**src/rtl/mem1_read_controller.sv**
```systemverilog
// MEM1 line-buffer serializer: reads LINES words from a 1-cycle-latency memory and shifts
// each one out MSB-first in a FRAME-bit slot. Optional pad parity: MEM1_READ_PARITY_EN.
module mem1_read_controller #(
  parameter int DWL   = 20,
  parameter int LINES = 20,
  parameter int FRAME = 24,
  parameter int AWL   = 5
) (
  input  logic           iCLK,
  input  logic           iRST,
  input  logic           iCLR,
  input  logic           iSTART,
  input  logic           iEN,
  input  logic [DWL-1:0] iRd_DATA,
  output logic           oRd_EN,
  output logic [AWL-1:0] oRd_ADDR,
  output logic           MISO,
  output logic           oBUSY,
  output logic           oRd_DONE
);

  localparam int CW = $clog2(FRAME + 1);
  localparam logic [CW-1:0]  C_DWL    = CW'(DWL);
  localparam logic [CW-1:0]  C_LASTB  = CW'(DWL - 1);
  localparam logic [CW-1:0]  C_FEND   = CW'(FRAME - 1);
  localparam logic [AWL-1:0] L_LAST   = AWL'(LINES - 1);

  typedef enum logic [1:0] {S_IDLE, S_FETCH, S_LOAD, S_SHIFT} state_t;

  state_t         state, state_nxt;
  logic [CW-1:0]  cnt;
  logic [AWL-1:0] line;
  logic [DWL-1:0] sr, hold;
  logic           pend;
  logic           kill, go, adv, frame_end, last_line, pf_trig;

  assign kill  = iRST | iCLR;
  assign oBUSY = (state != S_IDLE);

  always_ff @(posedge iCLK) begin
    if (kill) state <= S_IDLE;
    else      state <= state_nxt;
  end

  always_comb begin
    state_nxt = state;
    go        = 1'b0;
    adv       = 1'b0;
    frame_end = 1'b0;
    pf_trig   = 1'b0;
    last_line = (line == L_LAST);
    case (state)
      S_IDLE:  if (iSTART) begin
                 go        = 1'b1;
                 state_nxt = S_FETCH;
               end
      S_FETCH: state_nxt = S_LOAD;
      S_LOAD:  state_nxt = S_SHIFT;
      S_SHIFT: if (iEN) begin
                 adv       = 1'b1;
                 frame_end = (cnt == C_FEND);
                 pf_trig   = (cnt == C_LASTB) && !last_line;
                 if (frame_end && last_line) state_nxt = S_IDLE;
               end
      default: state_nxt = S_IDLE;
    endcase
  end

  // Read data is valid the cycle after the strobe, i.e. once the strobe has dropped.
  always_ff @(posedge iCLK) begin
    if (kill) begin
      cnt      <= '0;
      line     <= '0;
      sr       <= '0;
      hold     <= '0;
      pend     <= 1'b0;
      oRd_EN   <= 1'b0;
      oRd_ADDR <= '0;
      oRd_DONE <= 1'b0;
    end else begin
      oRd_EN   <= go | pf_trig;
      oRd_DONE <= adv && frame_end && last_line;
      if (go) begin
        oRd_ADDR <= '0;
        line     <= '0;
      end
      if (pend && !oRd_EN) begin
        hold <= iRd_DATA;
        pend <= 1'b0;
      end
      if (pf_trig) begin
        oRd_ADDR <= line + 1'b1;
        pend     <= 1'b1;
      end
      if (state == S_LOAD) begin
        sr  <= iRd_DATA;
        cnt <= '0;
      end
      if (adv) begin
        if (frame_end) begin
          cnt <= '0;
          if (!last_line) begin
            sr   <= hold;
            line <= line + 1'b1;
          end
        end else begin
          cnt <= cnt + 1'b1;
          if (cnt < C_DWL) sr <= {sr[DWL-2:0], 1'b0};
        end
      end
    end
  end

`ifdef MEM1_READ_PARITY_EN
  // Even parity of the line currently being shifted, captured whenever sr is loaded.
  logic par;

  always_ff @(posedge iCLK) begin
    if (kill)                                  par <= 1'b0;
    else if (state == S_LOAD)                  par <= ^iRd_DATA;
    else if (adv && frame_end && !last_line)   par <= ^hold;
  end

  assign MISO = (state == S_SHIFT) &&
                ((cnt < C_DWL) ? sr[DWL-1] : ((cnt == C_DWL) && par));
`else
  assign MISO = (state == S_SHIFT) && (cnt < C_DWL) && sr[DWL-1];
`endif

endmodule

```
**config.mk**
```make
export PLATFORM = sky130hd
export DESIGN_NAME = mem1_read_controller
export DESIGN_NICKNAME = d
export VERILOG_FILES = /design/src/rtl/mem1_read_controller.sv
export SDC_FILE = /design/constraint.sdc
export NUM_CORES = 1
export LEC_CHECK = 0
export CAP_MARGIN = 20
export CORE_ASPECT_RATIO = 0.75
export CORE_UTILIZATION = 52
export CTS_BUF_LIST = sky130_fd_sc_hd__clkbuf_4
export DETAILED_ROUTE_END_ITERATION = 8
export GPL_TIMING_DRIVEN = 0
export PLACE_DENSITY = 0.78
export SLEW_MARGIN = 5
export SYNTH_ARGS = -nofsm -noshare
export SYNTH_HDL_FRONTEND = slang
export SYNTH_SLANG_ARGS = --single-unit
```
**constraint.sdc**
```tcl
create_clock -name iCLK -period 1.6 [get_ports iCLK]
set_clock_uncertainty 0.05 [all_clocks]
set_input_delay 0.32 -clock iCLK [delete_from_list [all_inputs] [get_ports iCLK]]
set_output_delay 0.32 -clock iCLK [all_outputs]
set_load 0.01 [all_outputs]
```
Word-level counts from Yosys, hierarchy flattened
Cells that the tools add are included.
{"block": "word_totals", "ff_bits": 60, "output_inout_bits": 9, "wordCells": 66}
{"block": "classes", "addsub": 2, "order_cmp": 1, "n_eq_ne": 9, "muxes": 28, "bitwise_logic": 2, "n_reduce_logical": 15}
{"cell": "20-bit two-way mux", "n": 5}
{"cell": "5-bit two-way mux", "n": 9}
{"cell": "5-bit equality test, second input constant", "n": 3}
{"cell": "5-bit by 1-bit adder with 5-bit output, second input constant", "n": 2}
{"cell": "1-bit two-way mux", "n": 10}
{"cell": "2-bit one-hot mux with 4 select lines", "n": 1}
{"cell": "2-bit nonzero test", "n": 4}
{"cell": "1-bit logical AND", "n": 7}
{"cell": "2-bit two-way mux", "n": 3}
{"cell": "2-bit != test, second input constant", "n": 3}
{"cell": "5-bit < comparator, second input constant", "n": 1}
{"cell": "2-bit equality test, second input constant", "n": 2}
{"cell": "3-bit AND reduction", "n": 1}
{"cell": "2-bit by 1-bit equality test with 1-bit output, second input constant", "n": 1}
{"cell": "1-bit zero test", "n": 2}
{"cell": "2-bit zero test", "n": 1}
{"cell": "1-bit bitwise OR", "n": 2}

Logic depth before layout (Yosys ltp)
Gate-level depths: netlist of run 1.
{"block": "logic_depth", "ltp_word": 6, "depth_mapped": 7}

Worst setup path after synthesis of run 1
No wires, ideal clock.
{"block": "synth_timing", "path_type": "reg2reg", "start": "register state[1]", "end": "register oRd_ADDR[0]", "setup_ns": 0.132, "arrival_ns": 1.542, "required_ns": 1.418, "slack_ns": -0.124, "stages_incl_launch_ff": 7, "n_path_buf": 1, "period_less_slack_ns": 1.724, "cell_sequence": "dfxtp_1 ha_1 nand3b_4 or4_4 buf_6 nand3_2 a21oi_2"}
{"block": "synth_between", "elab_chain_cells": 3}
{"item": "start: declaration", "line_no": "30", "source": "state_t state, state_nxt;"}
{"item": "start signal: assignment", "line_no": "42", "source": "else state <= state_nxt;"}
{"item": "2-bit equality test or 2-bit zero test (tied branches)", "line_no": "52", "source": "case (state)"}
{"item": "1-bit two-way mux", "line_no": "52"}
{"item": "5-bit two-way mux or 2-bit nonzero test (tied branches)"}
{"item": "end signal: assignment", "line_no": "92", "source": "oRd_ADDR <= line + 1'b1;"}
{"item": "end: declaration", "line_no": "16", "source": "output logic [AWL-1:0] oRd_ADDR,"}
Several ways; a longest one is shown, not always the timed one.
A chain may end at the register's enable or synchronous reset.

Worst setup path after layout of run 1
{"block": "layout_timing", "start": "register line[0]", "end": "register sr[16]"}
{"block": "layout_between", "elab_chain_cells": 4}
{"item": "start: declaration", "line_no": "32", "source": "logic [AWL-1:0] line;"}
{"item": "start signal: assignment", "line_no": "104", "source": "line <= line + 1'b1;"}
{"item": "5-bit equality test", "line_no": "51", "source": "last_line = (line == L_LAST);"}
{"item": "20-bit two-way mux", "line_no": "102", "source": "if (!last_line) begin"}
{"item": "20-bit two-way mux", "line_no": "100", "source": "if (frame_end) begin"}
{"item": "20-bit two-way mux", "line_no": "99", "source": "if (adv) begin"}
{"item": "end signal: assignment", "line_no": "96", "source": "sr <= iRd_DATA;"}
{"item": "end signal: assignment", "line_no": "103", "source": "sr <= hold;"}
{"item": "end signal: assignment", "line_no": "108", "source": "if (cnt < C_DWL) sr <= {sr[DWL-2:0], 1'b0};"}
{"item": "end: declaration", "line_no": "33", "source": "logic [DWL-1:0] sr, hold;"}
No other way between the ends.

==> results of run 1 <==
[repair_timing]
action / 4_1_cts / 5_1_grt
pin swaps: 18 / 10
setup buffers: 18 / 1
endpoints found under the setup margin: 62 / 34
cloned: 0 / 0
gates resized for setup: 64 / 35
[worst max-delay path, cell delays in order (launching register included)]
cell and delay [ps]:
dfxtp_4 360, ha_4 160, and4bb_4 220, buf_6 120, nor4_4 300, buf_4 190
a22oi_1 70, o31ai_1 80
[path summary, 6_finish.rpt]
kind,from,to,slack [ps],cells past startpoint
hold reg to reg,oRd_ADDR[1]$_SDFFE_PP0P_,oRd_ADDR[1]$_SDFFE_PP0P_,410,2
setup / recovery,line[0]$_SDFF_PP0_,sr[16]$_SDFF_PP0_,-50,7
setup reg to reg,line[0]$_SDFF_PP0_,sr[16]$_SDFF_PP0_,-50,7
hold / removal,oRd_ADDR[1]$_SDFFE_PP0P_,oRd_ADDR[1]$_SDFFE_PP0P_,410,2
[registers in the layout, summed over array words and instances, names as in the netlist]
name	cells
cnt	5
oRd_DONE	1
sr	20
pend	1
hold	20
line	5
oRd_EN	1
state	2
oRd_ADDR	5
[kinds of logic after synthesis]
kind of cell	count (synthesis)	synth area share
DFF	60	0.431
adders and majority gates	6	0.0269
AOI/OAI and AO/OA	91	0.211
xor gates and xnor gates	2	0.00628
muxes	20	0.0722
and+or+nand+nor	105	0.210
buffers and inverters	27	0.0426
[area by class of cell]
class | instances | area [µm²]
timing repair buffer | 52 | 510
clock buffer | 13 | 97.6
sequential | 60 | 1220
clock inverter | 3 | 13.8
inverter | 4 | 15.0
multi-input combinational | 224 | 1720
tap | 72 | 90.1
buffer | 19 | 126
fill | 360 | 1240
[per-stage QoR]
step | cells | setup TNS (ps) | instance area [µm²] | hold slack (ps) | setup slack, ps
CTS | 448 | -80.2 | 3640 | 416 | -37.5
global placement | 416 | -27890 | 3250 | 392 | -590
finish | 447 | -196 | 3800 | 407 | -49.6
global route | 447 | -1150 | 3800 | 433 | -83.9
detailed placement | 416 | -29110 | 3250 | 400 | -638
floorplan | 311 | -111 | 2830 | 382 | -28.8
[cells in the final DEF (no fill, tap or decap), types with 5 or more instances in the layout]
cell	Yosys	layout
a21oi_1	46	41
a21oi_2	5	10
a22oi_1	8	5
buf_4	0	12
buf_6	1	10
clkbuf_1	13	7
clkbuf_4	0	14
clkdlybuf4s50_1	0	24
dfxtp_1	60	52
dfxtp_4	0	5
dlygate4sd2_1	0	7
mux2i_1	19	19
nand2_1	54	49
nand3_1	11	11
nor2_1	8	7
o221ai_2	0	10
o31ai_1	9	6
[report_power, final]
part	internal, W	total, W	switching [W]	leakage [nW]
clock	0.000380	0.000908	0.000528	0.0692
sequential	0.00149	0.00150	0.00000647	0.489
combinational	0.000103	0.000204	0.000101	0.729
total	0.00197	0.00261	0.000636	1.29
[metal layers]
layer  GRT usage  routed length (µm)  vias up
met5           0                   0        -
met4      0.0896                 190        0
met3      0.0754                 530       34
met2       0.438                3420      129
met1       0.367                3440     1251
li1            -                   -     1251
==> flow_summary.toml, run 1 <==
[pwr]
ir_drop_mv = 0.546
p_leak_nw = 1.29
p_per_area_mw_per_mm2 = 687
totalPowerFinal_w = 0.00261

[sta]
finalCritPeriodShare = 1.03
hold_viol_final = 0
slew_violations = 0
worst_slew_pin_slew_ps = 600
slew_headroom = 0.600
rsz0062_at_grt = "yes"
period_minus_slack_ps = 1650
setup_viol = 9
setup_slack_ps = -49.6
max_freq_mhz = 606

[clock_tree]
tritoncts = "done"
clk_latency_ps = 420
cts_buffers = 9
clockRootBuffer = "clkbuf_4"
cts_hold_buf = 0
clock_sinks = 60
cts.htree.levels = 3
clkTransAtPathRegs_ps = 100
clock_path_buffers = 2

[setup_path]
cp.required_ps = 1880
crit_fanout = 4
arrival_ps = 1930
end_kind = "register"
critPathLaunchType = "register"
critical_path_class = "reg -> reg"

[synth]
yosysTopAreaCell = "dfxtp_1"
synth-main-ff-cell = "dfxtp_1"
synth_fp_nets = 342
yosysMostFrequentCell = "dfxtp_1"
async_flop_share = 0
synth.avg_cell_area_um2 = 8.97
synth_seq_area_share = 0.431
yosysWarningCount = 0
synth_cell_types = 46
syn_inst = 311
synth_top_area_share = 0.431
ys_top_cells_by_count = "dfxtp_1 (60), nand2_1 (54), a21oi_1 (46), mux2i_1 (19), clkbuf_1 (13)"
synth_edf_count = 0
synth-seq-cells = 60
synth_area_leaders = "dfxtp_1 (43%), a21oi_1 (8.3%), nand2_1 (7.3%), mux2i_1 (6.8%), o221ai_1 (3.8%)"
syn-cell-area_mm2 = 0.00279

[drt]
drc_errors = 0
via_count = 2665
drt_first_iter_violations = 252
wl_per_cell_um = 16.9
viasPerCell = 5.96
dr.pass1.iters = 5
routed_wl_mm = 7.58
drtAntennaViolNets = 0

[floorplan]
die_h_um = 65.4
dieArea_mm2 = 0.00566
io_pins = 34
die_w_um = 86.6
core_area_mm2 = 0.00504
rows = 22
initial_core_util = 0.554

[global_route]
grt_max_degree = 11
grt_pass1_vias = 2425
gr-total-overflow = 0
grt_pass1_wl_mm = 11.7
grt_antenna_before_repair = 0
grt_usage = 0.277

[layout]
nNetsFinal = 401
finalCoreUtilization = 0.755
antennaDiodeCount = 0
area_growth_pct = 36.3
drive_above_1_share = 0.323

[outcome]
violations = "negative setup slack"
status = "finished with violations"

[placed_design]
port_buffers = 33
place_hpwl_mm = 4.58
routabilityCongestion = 0.834

[worst_hold_path]
hp-class = "reg -> reg"

[flow_run]
cap_violations = 0
(Power assumes the default switching activity.)
==> inputs of run 2 (changes only) <==
CORE_MARGIN = 5   (was default)
REMOVE_ABC_BUFFERS = 1   (was default)
==> run 2 against run 1 <==
- the flow still finishes with violations (negative setup slack)
- count of clock-buffer cells in the layout shrank 2
- die area grew 23%
- worst hold slack gained 6.0 ps
- flip-flop and latch count is the same
- highest routed layer unchanged
- combinational power grew 5%
- global-route usage shrank 4.0 points
- fmax shrank 4.0%
- register-to-register slack lost 70 ps
- critical path depth is the same
- clock power shrank 6.1%
- final cell count shrank 2.0%
- critical path type unchanged
- setup slack lost 70 ps
==> flow_summary.toml, run 2 (synthesis gave the netlist of run 1 again) <==
[outcome]
status = "finished with violations"
violations = "negative setup slack"

[setup_path]
path_depth = 7
timing.rr.end = "sr[8]$_SDFF_PP0_"
cp_top_family = "flip-flops"
end_kind = "register"
crit_start = "state[1]$_SDFFE_PP0P_"
r2r_slack_ps = -120
setup.worst_path.end = "sr[8]$_SDFF_PP0_"
cp.required_ps = 1820
arrival_ps = 1940
path_buf_inv = 2
cp_cell_sequence = "ha_4, buf_4, and3b_2, nand3_4, buf_8, o221ai_1, a21oi_1"
timing.rr.start = "state[1]$_SDFFE_PP0P_"
crit_fanout = 7
worst_r2r_path_depth = 7
critPathLaunchType = "register"
crit_slowest_cell = "dfxtp_4"
slowest_delay_ps = 400
critical_path_class = "reg -> reg"

[clock_tree]
cts_hold_buf = 0
clkTransAtPathRegs_ps = 80
clock_path_buffers = 2
cts_buffers = 9
clk_latency_ps = 390
cts.htree.levels = 3
clockRootBuffer = "clkbuf_4"
tritoncts = "done"
clock_sinks = 60

[layout]
area_growth_pct = 35.1
antennaDiodeCount = 0
layout_common_cells = "nand2_1 (50), dfxtp_1 (50), a21oi_1 (42), clkdlybuf4s50_1 (24), mux2i_1 (19)"
reg.largest.list = "hold (20), sr (20)"
finalCoreUtilization = 0.716
nNetsFinal = 390
n_fill_cell = 380
drive_above_1_share = 0.289
stdcell_area_mm2 = 0.00377

[sta]
setup_viol = 31
setup_slack_ps = -119
slew_violations = 0
rsz0062_at_grt = "yes"
period_minus_slack_ps = 1720
max_freq_mhz = 582
slew_headroom = 0.592
timing.setup.tns_ps = -1530
worst_slew_pin_slew_ps = 612
finalCritPeriodShare = 1.07
hold_viol_final = 0

[pwr]
p_per_area_mw_per_mm2 = 681
totalPowerFinal_w = 0.00257
ir_drop_mv = 0.711
p_leak_nw = 1.25

[floorplan]
io_pins = 34
core_area_mm2 = 0.00527
rows = 23
die_w_um = 94.6
dieArea_mm2 = 0.00694
initial_core_util = 0.530
die_h_um = 73.4

[drt]
routed_wl_mm = 7.94
drtAntennaViolNets = 0
via_count = 2602
drc_errors = 0
wl_per_cell_um = 18.1
drt_first_iter_violations = 257
dr.pass1.iters = 4
viasPerCell = 5.94

[worst_hold_path]
min_delay_path_depth = 2
hp-class = "reg -> reg"

[placed_design]
routabilityCongestion = 0.764
dp_slack_ps = -809
place_hpwl_mm = 4.11
port_buffers = 33
dpl-instance-area_mm2 = 0.00313

[global_route]
grt_pass1_wl_mm = 12.6
grt_max_degree = 26
grt_pass1_vias = 2543
gr-total-overflow = 0
grt_antenna_before_repair = 0
grt_usage = 0.237

[flow_run]
cap_violations = 0
-- run 2: cell type report --
class,instances,area [µm²],area share
clock buffers,11,82.6,0.0219
clock inverters,4,17.5,0.00465
inverters,4,15.0,0.00398
multi-input cells,225,1730,0.459
flip-flops and latches,60,1230,0.325
well taps,75,93.8,0.0249
repair buffers,59,602,0.160
-- run 2: per-stage QoR --
stage	hold WS, ps	cells
floorplan	382	288
global placement	391	396
detailed placement	398	397
global route	424	438
CTS	412	431
finish	414	438
-- run 2: metal layers --
layer  global-route usage  vias to the layer above  share of wire
met5                    0                        -              0
met4               0.0448                        0          0.011
met3               0.0768                       14          0.070
met2                0.392                      106           0.48
met1                0.307                     1242           0.44
li1                     -                     1240              -
-- run 2: tightest hold or removal path, cell delays in order, from the launching register on --
cell and delay (ps):
dfxtp_1 320, nand2_1 50, a21oi_1 50
-- run 2: where the power goes --
part           total (W)  switching, W  internal, W  leakage (nW)
clock           0.000853      0.000522     0.000332        0.0616
combinational   0.000214      0.000110     0.000105         0.698
sequential       0.00150    0.00000712      0.00149         0.490
total            0.00257      0.000638      0.00193          1.25
-- run 2: worst min-delay path by stage --
stage,start,slack [ps],endpoint
CTS,hold[9]$_SDFFE_PP0P_,410,hold[9]$_SDFFE_PP0P_
finish,hold[9]$_SDFFE_PP0P_,410,hold[9]$_SDFFE_PP0P_
floorplan,hold[0]$_SDFFE_PP0P_,380,sr[0]$_SDFF_PP0_
global placement,hold[0]$_SDFFE_PP0P_,390,sr[0]$_SDFF_PP0_
detailed placement,hold[6]$_SDFFE_PP0P_,400,hold[6]$_SDFFE_PP0P_
global route,hold[17]$_SDFFE_PP0P_,420,hold[17]$_SDFFE_PP0P_
-- run 2: timing repair --
action                     4_1_cts  5_1_grt
cloned                           2        0
gates resized for setup         64       23
pin swaps                       16        9
setup endpoints to repair       42       54
buffers inserted                17        7
